$ cat config.mk
export PLATFORM = sky130hd
export DESIGN_NAME = instr_encoder_li
export DESIGN_NICKNAME = d
export VERILOG_FILES = /design/src/rtl/instr_encoder_li_pkg.sv /design/src/rtl/instr_encoder_li_split.sv /design/src/rtl/instr_encoder_li.sv
export SDC_FILE = /design/constraint.sdc
export NUM_CORES = 1
export LEC_CHECK = 0
export CAP_MARGIN = 20
export CORE_MARGIN = 2
export CORE_UTILIZATION = 50
export CTS_BUF_LIST = sky130_fd_sc_hd__clkbuf_2
export CTS_CLUSTER_SIZE = 12
export DETAILED_ROUTE_END_ITERATION = 10
export GPL_ROUTABILITY_DRIVEN = 1
export PLACE_DENSITY = 0.82
export SYNTH_ARGS = -nofsm -noshare
export SYNTH_HDL_FRONTEND = slang
export SYNTH_SLANG_ARGS = --single-unit
$ cat constraint.sdc
create_clock -name clk -period 7.9 [get_ports clk]
set_input_delay 1.58 -clock clk [delete_from_list [all_inputs] [get_ports clk]]
set_output_delay 1.58 -clock clk [all_outputs]
set_load 0.005 [all_outputs]
$ cat src/rtl/instr_encoder_li_pkg.sv
// Shared opcode constants, FSM state type and field-packing helpers for the
// load-immediate instruction encoder.
package instr_encoder_li_pkg;

  localparam logic [6:0]  OPC_LUI    = 7'b0110111;
  localparam logic [6:0]  OPC_AUIPC  = 7'b0010111;
  localparam logic [6:0]  OPC_OP_IMM = 7'b0010011;
  localparam logic [2:0]  F3_ADDI    = 3'b000;
  localparam logic [31:0] INSTR_NOP  = 32'h0000_0013;

  typedef enum logic [1:0] {
    ST_IDLE  = 2'd0,
    ST_EMIT1 = 2'd1,
    ST_EMIT2 = 2'd2
  } state_t;

  function automatic logic [31:0] enc_u(input logic [19:0] hi, input logic [4:0] rd,
                                        input logic [6:0] opc);
    return {hi, rd, opc};
  endfunction

  function automatic logic [31:0] enc_addi(input logic [11:0] lo, input logic [4:0] rs1,
                                           input logic [4:0] rd);
    return {lo, rs1, F3_ADDI, rd, OPC_OP_IMM};
  endfunction

endpackage

$ cat src/rtl/instr_encoder_li_split.sv
// Combinational split of a 32-bit constant into upper/lower parts and selection
// of the one- or two-word sequence that materialises it.
module li_imm_split
  import instr_encoder_li_pkg::*;
(
  input  logic [31:0] imm,
  input  logic        pc_rel,
  input  logic [4:0]  rd,
  output logic [19:0] hi,
  output logic [11:0] lo,
  output logic [31:0] word1,
  output logic [31:0] word2,
  output logic        two_words
);

  // Rounding by 0x800 only ever carries into bit 12 when bit 11 is set, so the
  // upper part is the top 20 bits plus imm[11], wrapping at 2^20.
  assign hi = imm[31:12] + {19'd0, imm[11]};
  assign lo = imm[11:0];

  always_comb begin
    word1     = INSTR_NOP;
    word2     = INSTR_NOP;
    two_words = 1'b0;
    if (rd != 5'd0) begin
      if (pc_rel) begin
        word1 = enc_u(hi, rd, OPC_AUIPC);
        if (lo != 12'd0) begin
          word2     = enc_addi(lo, rd, rd);
          two_words = 1'b1;
        end
      end else if (hi == 20'd0) begin
        word1 = enc_addi(lo, 5'd0, rd);
      end else begin
        word1 = enc_u(hi, rd, OPC_LUI);
        if (lo != 12'd0) begin
          word2     = enc_addi(lo, rd, rd);
          two_words = 1'b1;
        end
      end
    end
  end

endmodule

$ cat src/rtl/instr_encoder_li.sv
// Load-immediate encoder: accepts (rd, imm, mode) requests and streams out the
// LUI/AUIPC + ADDI words over a valid/ready handshake.
//
// state | meaning
// IDLE  | ready for a request
// EMIT1 | first word presented
// EMIT2 | second (final) word presented
module instr_encoder_li
  import instr_encoder_li_pkg::*;
#(
  parameter int CNT_W = 16
) (
  input  logic             clk,
  input  logic             rst_n,
  input  logic             req_valid,
  output logic             req_ready,
  input  logic [4:0]       req_rd,
  input  logic [31:0]      req_imm,
  input  logic             req_pc_rel,
  output logic             instr_valid,
  input  logic             instr_ready,
  output logic [31:0]      instr,
  output logic             instr_last,
  output logic             busy,
  output logic [CNT_W-1:0] instr_count
);

  state_t      state;
  logic [31:0] word2_q;
  logic [19:0] split_hi;
  logic [11:0] split_lo;
  logic [31:0] split_word1;
  logic [31:0] split_word2;
  logic        split_two;
  logic        unused_split;
  logic        hs;

  li_imm_split u_split (
    .imm       (req_imm),
    .pc_rel    (req_pc_rel),
    .rd        (req_rd),
    .hi        (split_hi),
    .lo        (split_lo),
    .word1     (split_word1),
    .word2     (split_word2),
    .two_words (split_two)
  );

  assign unused_split = ^{split_hi, split_lo};
  assign hs           = instr_valid && instr_ready;

  always_ff @(posedge clk) begin
    if (!rst_n) begin
      state       <= ST_IDLE;
      req_ready   <= 1'b1;
      instr_valid <= 1'b0;
      instr       <= '0;
      instr_last  <= 1'b0;
      busy        <= 1'b0;
      instr_count <= '0;
      word2_q     <= '0;
    end else begin
      if (hs) instr_count <= instr_count + CNT_W'(1);
      case (state)
        ST_IDLE: begin
          if (req_valid) begin
            instr       <= split_word1;
            instr_last  <= !split_two;
            word2_q     <= split_word2;
            instr_valid <= 1'b1;
            req_ready   <= 1'b0;
            busy        <= 1'b1;
            state       <= ST_EMIT1;
          end
        end
        ST_EMIT1: begin
          if (instr_ready) begin
            // instr_last already encodes the latched sequence length
            if (instr_last) begin
              instr_valid <= 1'b0;
              instr_last  <= 1'b0;
              req_ready   <= 1'b1;
              busy        <= 1'b0;
              state       <= ST_IDLE;
            end else begin
              instr      <= word2_q;
              instr_last <= 1'b1;
              state      <= ST_EMIT2;
            end
          end
        end
        ST_EMIT2: begin
          if (instr_ready) begin
            instr_valid <= 1'b0;
            instr_last  <= 1'b0;
            req_ready   <= 1'b1;
            busy        <= 1'b0;
            state       <= ST_IDLE;
          end
        end
        default: begin
          instr_valid <= 1'b0;
          instr_last  <= 1'b0;
          req_ready   <= 1'b1;
          busy        <= 1'b0;
          state       <= ST_IDLE;
        end
      endcase
    end
  end

endmodule
==> results by group, run 1 <==
Drt
  – DR pass1 iterations: 5
  – Final wirelength: 10100 um
  – Met3 wire len: about 710 um
  – Antenna Nets Post-Route: 0
  – Remaining DRCs: 0
  – DR WL/cell: 16.2 um
  – Uppermost layer routed: met4
  – Vias: 3649
  – Vias per cell: 5.84
  – Length of routed met2 wiring: just under 5000 um
  – Iteration-0 DRC Markers: 355
  – Met1 WL: approximately 4300 um

Clock tree
  – Clock sink count: 67
  – Root buf cell: clkbuf_2
  – Clk Latency, worst-skew pair: 0.51 ns
  – Worst-path clk slew: roughly 0.19 ns
  – Total CTS buffers: 9
  – Htree depth: 3
  – Post-CTS setup repair buffer count: 0
  – # resized after CTS: 0
  – Bufs on Longest Clock Path: 2
  – Hold buffers post-CTS: 0
  – CTS tree: done

Synth
  – Commonest cells in the netlist: dfxtp_1, nand2_1, o21ai_0
  – Syn Area/Cell: ~8.5 um^2
  – Count of cell types in the netlist: 55
  – Top_reg_cell synth: dfxtp_1
  – Yosys warnings: 0
  – Mapped Cells: about 450
  – Post-synthesis cell area: 3800 um^2
  – EDFF count, synth: 0
  – #FFs+latches synth: 67
  – Share of the synthesized area in the top cell type: 0.353
  – Most numerous cell in the Yosys netlist: dfxtp_1
  – Synth area leaders: dfxtp_1, nand2_1, o211ai_2
  – Sequential area share after synthesis: 0.353
  – Cell taking the most area after synthesis: dfxtp_1
  – Asr flop ratio synth: 0

Timing
  – Period utilization: 0.577
  – Setup TNS: 0 ns
  – RSZ-0062 raised after global routing: no
  – Fmax: 219 MHz
  – Final Critical Period: 4.56 ns
  – Rel. slew slack: 0.317
  – Hold_ws: 0.463 ns
  – Clock Skews: 0.0258 ns
  – Pins Over Slew Limit: 0
  – Setup violators final: 0
  – Worst Tran Pin Value: 1.02 ns
  – Final setup margin: 3.34 ns
  – Final hold viol count: 0

Placed design
  – GP Congestion: 0.960
  – Port buffer count: 91
  – Detailed Place HPWL: 7450 um
  – Place WS: 2.79 ns

Global route
  – Vias in the first global route: roughly 3500
  – First-pass GRT wire length: 16900 um
  – Total track usage: 0.245
  – Initial antenna violation count: 0
  – Remaining global-route overflow: 0
  – Largest net degree at the start of global routing: 69

Critical path
  – Flop2flop setup slack: about 5.5 ns
  – R2R Path End: instr[29]
  – Reg2Reg Depth: 6
  – Setup crit start kind: primary input
  – R2R Path Start: state[0]
  – Crit path kind: primary input to flop
  – Critical Path AT: 4.97 ns
  – Crit path required time: 8.31 ns
  – Crit. End Element: flop
  – CP max FO: 27

Floorplan
  – Initial Util: 0.521
  – CORE AREA: about 7300 um^2
  – Top Ports: 94
  – Die ar.: 8310 um^2
  – Die height: 91.2 um
  – FP Rows: 31
  – Die X: 91.2 um

Cells and area
  – Layout cells sized above 1: 0.0932
  – Antenna fix cells: 0
  – Filler cells: 627
  – Area Overhead vs Synth: 27.3%
  – Fin nets: 566

Hold path
  – Hold Path Origin: instr[2]
  – Hold Crit Endpoint: instr[2]
  – Hold Path Stages: 2
  – Worst min path class: flop to flop

Pwr
  – Power per cell area: 161 nW/um^2
  – Max VDD drop: 79.0 uV
  – Static leakage: 0.00173 uW

Outcome
  – Status: complete, no violations

Run
  – Maxcap violations: 0
==> metrics by stage <==
| step | cells | util | area, um^2 | power, uW |
|---|---|---|---|---|
| finish | 625 | 0.663 | 4840 | 777 |
| global route | 625 | 0.663 | 4840 | 812 |
| global placement | 606 | 0.641 | 4670 | 540 |
| detailed placement | 606 | 0.641 | 4670 | 543 |
| floorplan | 449 | - | 3800 | 466 |
| CTS | 622 | 0.660 | 4810 | 777 |
==> layer usage <==
| layer | up-vias | GRT usage |
|---|---|---|
| met5 | - | 0 |
| met4 | 0 | 0.0833 |
| met3 | 16 | 0.0456 |
| met2 | 146 | 0.402 |
| met1 | 1701 | 0.324 |
| li1 | 1786 | - |
==> kinds of logic (layout without fill, tap and decap cells) <==
logic type,after synthesis,in the layout,share of synthesized area
flip-flops,67,67,0.353
other,1,2,0.000987
adder cells (fa/ha/maj),3,3,0.00988
XOR/XNOR,28,28,0.0646
multiplexers,1,1,0.00264
buffers and inverters,38,115,0.0511
AND/OR/NAND/NOR,178,178,0.255
AO/OA/AOI/OAI,132,132,0.263
==> critical path, cell delays in order <==
cell	delay (ns)
clkdlybuf4s50_1	0.57
ha_1	0.22
ha_1	0.23
nand2_1	0.17
nor4_4	0.37
mux2i_1	0.11
or4_4	0.57
or4_4	0.74
o311ai_1	0.29
a21boi_0	0.11
==> worst max path at each step <==
stage	start	end	slack (ns)	cells after the start
after floorplan	req_imm[11]	word2_q[20]	3.70	11
after global placement	req_imm[11]	instr[5]	2.85	10
after detailed placement	req_imm[11]	instr[5]	2.79	10
after CTS	req_imm[11]	instr[5]	3.35	10
after global routing	req_imm[11]	instr[27]	3.04	10
final	req_imm[11]	instr[5]	3.34	10
==> power breakdown <==
| group | internal, uW | switching [uW] | total [uW] | leakage, uW |
|---|---|---|---|---|
| Combinational | 82.3 | 82.9 | 165 | 0.00110 |
| Clock | 107 | 130 | 236 | 0.0000802 |
| Sequential | 360 | 14.9 | 375 | 0.000549 |
| Total | 549 | 228 | 777 | 0.00173 |
==> cell type report <==
type / instances / area [um^2] / share of cell area
multi-input cells: 344 / 2270 / 0.469
flip-flops and latches: 67 / 1340 / 0.277
repair buffers: 96 / 952 / 0.197
well taps: 99 / 124 / 0.0256
clock inverters: 6 / 88.8 / 0.0184
clock buffers: 10 / 50.0 / 0.0103
inverters: 3 / 11.3 / 0.00233
==> sequential cells by signal (all words and copies together) (netlist names) <==
signal       count
busy             1
instr           28
instr_last       1
word2_q         18
instr_count     16
state            2
req_ready        1
==> cell usage in the layout, fill, tap and decap left out, drive strengths merged, types with 2 or more instances in the layout <==
cell           Yosys  layout
or3                5       5
clkinv             0       2
o2111ai            5       5
ha                 3       3
or2                2       2
xnor2             18      18
nand4             15      15
nand3b             2       2
a222oi             4       4
a21boi            31      31
nand2b             2       2
dfxtp             67      67
or4                5       5
nor3               7       7
o21ai             28      28
o211ai            19      19
and2              14      14
nor4              12      12
nor2b             10      10
and3               2       2
o21a               3       3
and4               5       5
buf               17       4
a311oi             2       2
a21oi             15      15
inv                3       4
xor2              10      10
a21o               2       2
clkbuf            18      11
nor2              12      12
bufinv             0       2
a31oi             10      10
clkdlybuf4s50      0      91
o31a               3       3
nand3             17      17
nand2             66      66
conb               1       2
a22oi              4       4
Power figures use the tool's default switching activity.
==> inputs of run 2 (changes only) <==
==> constraint.sdc (replaced) <==
create_clock -name clk -period 4.5 [get_ports clk]
set_input_delay 0.9 -clock clk [delete_from_list [all_inputs] [get_ports clk]]
set_output_delay 0.9 -clock clk [all_outputs]
set_load 0.005 [all_outputs]
==> run 2 against run 1 <==
Effect of this change: hold slack worse by 0.0010 ns; global-route usage up 0.47 points; final cell count rose by 2.2%; setup slack got worse by 2.6 ns; clock skew shrank 0.0099 ns; total power is 76% higher; clock-buffer cell count increased by 1; die area is the same.
==> results by group, run 2 (same netlist as run 1, synthesis figures left out) <==
Pwr
  – Power per cell area: 274 nW/um^2 (was 161 nW/um^2)
  – Max VDD drop: 131 uV (was 79.0 uV)
  – Total power: 1360 uW (was 777 uW)
  – Static leakage: 0.00182 uW (was 0.00173 uW)

Placed design
  – Port buffer count: 91 (unchanged)
  – Placed cell count: 622 (was 606)
  – Detailed Place HPWL: 7960 um (was 7450 um)
  – GP Congestion: 1.00 (was 0.960)

Clock tree
  – CTS tree: done (unchanged)
  – Post-CTS setup repair buffer count: 0 (unchanged)
  – Worst-path clk slew: 0.18 ns (was 0.19 ns)
  – Clock sink count: 67 (unchanged)
  – Htree depth: 3 (unchanged)
  – Clk Latency, worst-skew pair: 0.52 ns (was 0.51 ns)
  – # resized after CTS: 0 (unchanged)
  – Bufs on Longest Clock Path: 2 (unchanged)
  – Root buf cell: clkbuf_2 (unchanged)
  – Total CTS buffers: 9 (unchanged)
  – Hold buffers post-CTS: 0 (unchanged)

Drt
  – Uppermost layer routed: met4 (unchanged)
  – Vias per cell: 5.94 (was 5.84)
  – Final wirelength: 10400 um (was 10100 um)
  – Antenna Nets Post-Route: 0 (unchanged)
  – Met3 wire len: 596 um (was 711 um)
  – Met1 WL: 4440 um (was 4330 um)
  – Remaining DRCs: 0 (unchanged)
  – DR pass1 iterations: 5 (unchanged)
  – Iteration-0 DRC Markers: 250 (was 355)
  – Vias: 3797 (was 3649)
  – Length of routed met2 wiring: 5140 um (was 4890 um)
  – DR WL/cell: 16.3 um (was 16.2 um)

Outcome
  – Status: complete, no violations (unchanged)

Floorplan
  – CORE AREA: 7290 um^2 (unchanged)
  – Die height: 91.2 um (unchanged)
  – Initial Util: 0.521 (unchanged)
  – Die X: 91.2 um (unchanged)
  – Die ar.: 8310 um^2 (unchanged)
  – Top Ports: 94 (unchanged)
  – FP Rows: 31 (unchanged)

Critical path
  – R2R Path Start: state[0] (unchanged)
  – R2R Path End: instr[10] (was instr[29])
  – Crit path kind: primary input to flop (unchanged)
  – Crit path max-delay cell type: or4_4 (unchanged)
  – Crit path required time: 4.93 ns (was 8.31 ns)
  – Setup crit start kind: primary input (unchanged)
  – Crit-path cells: clkdlybuf4s50_1 > ha_1 > ha_1 > nand2_1 > nor4_4 > mux2i_1 > or4_4 > or4_4 > buf_12 > o211ai_2 > a21boi_1 (was clkdlybuf4s50_1 > ha_1 > ha_1 > nand2_1 > nor4_4 > mux2i_1 > or4_4 > or4_4 > o311ai_1 > a21boi_0)
  – Reg2Reg Depth: 5 (was 6)
  – Max incr delay on CP: 0.67 ns (was 0.74 ns)
  – Crit. End Element: flop (unchanged)
  – Critical Path AT: 4.14 ns (was 4.97 ns)
  – CP max FO: 16 (was 27)
  – Flop2flop setup slack: 2.21 ns (was 5.49 ns)

Hold path
  – Hold Crit Endpoint: instr[14] (was instr[2])
  – Hold Path Stages: 2 (unchanged)
  – Worst min path class: flop to flop (unchanged)
  – Hold Path Origin: instr[14] (was instr[2])

Timing
  – Worst Tran Pin Value: 0.967 ns (was 1.02 ns)
  – Final hold viol count: 0 (unchanged)
  – Pins Over Slew Limit: 0 (unchanged)
  – Period utilization: 0.826
  – Setup violators final: 0 (unchanged)
  – Clock Skews: 0.0159 ns (was 0.0258 ns)
  – RSZ-0062 raised after global routing: no (unchanged)
  – Final Critical Period: 3.72 ns
  – Rel. slew slack: 0.354 (was 0.317)
  – Setup TNS: 0 ns (unchanged)
  – Fmax: 269 MHz

Cells and area
  – Largest register FFs: 28 (unchanged)
  – Largest registers: instr: 28 flops, word2_q: 18 flops, instr_count: 16 flops (unchanged)
  – Layout cells sized above 1: 0.119 (was 0.0932)
  – Area Overhead vs Synth: 30.9% (was 27.3%)
  – Layout Cells excl Fill: 639 (was 625)
  – Fin nets: 580 (was 566)
  – Commonest non-fill, non-tap cell in the layout: clkdlybuf4s50_1 (unchanged)
  – Top reg by flops: instr (unchanged)
  – Antenna fix cells: 0 (unchanged)
  – Commonest cells after routing, fill and taps aside: clkdlybuf4s50_1, dfxtp_1, nand2_1 (unchanged)

Global route
  – Vias in the first global route: 3621 (was 3499)
  – First-pass GRT wire length: 17000 um (was 16900 um)
  – Initial antenna violation count: 0 (unchanged)
  – Remaining global-route overflow: 0 (unchanged)
  – Total track usage: 0.250 (was 0.245)
  – Largest net degree at the start of global routing: 37 (was 69)

Run
  – Maxcap violations: 0 (unchanged)
run 2: cell type report:
cell class | count | area, um^2
clock inverter | 5 | 77.6
inverter | 3 | 11.3
clock buffer | 11 | 55.1
tap | 99 | 124
timing repair buffer | 110 | 1090
sequential | 67 | 1340
multi-input combinational | 344 | 2270
fill | 645 | 2320
run 2: metal layers:
layer / vias to the layer above / GRT usage
met5: - / 0
met4: 0 / 0.107
met3: 23 / 0.0398
met2: 151 / 0.427
met1: 1801 / 0.312
li1: 1822 / -
run 2: worst max-delay path by stage:
stage,slack [ns],to,from
2_1_floorplan,0.98,word2_q[20],req_imm[11]
3_3_place_gp,0.34,word2_q[31],req_imm[11]
3_5_place_dp,0.22,word2_q[26],req_imm[11]
4_1_cts,0.80,word2_q[26],req_imm[11]
5_1_grt,0.65,word2_q[26],req_imm[11]
6_report,0.78,word2_q[26],req_imm[11]
run 2: stage by stage:
stage,cell area (um^2),setup WS (ns),hold WS [ns],util
after floorplan,3800,0.977,0.431,-
after global placement,4800,0.343,0.440,0.658
after detailed placement,4810,0.218,0.444,0.660
after CTS,4940,0.798,0.466,0.678
after global routing,4970,0.647,0.484,0.682
final,4970,0.783,0.462,0.682
run 2: report_power, final:
part / switching (uW) / total, uW / internal (uW)
sequential: 25.7 / 658 / 632
clock: 219 / 406 / 186
combinational: 148 / 300 / 153
run 2: critical path: cells and delay by family:
family / cells / cell delay (ns)
compound gates: 2 / 0.25
fa+ha+maj: 2 / 0.44
buf+inv: 2 / 0.70
mux: 1 / 0.12
simple gates: 4 / 1.72
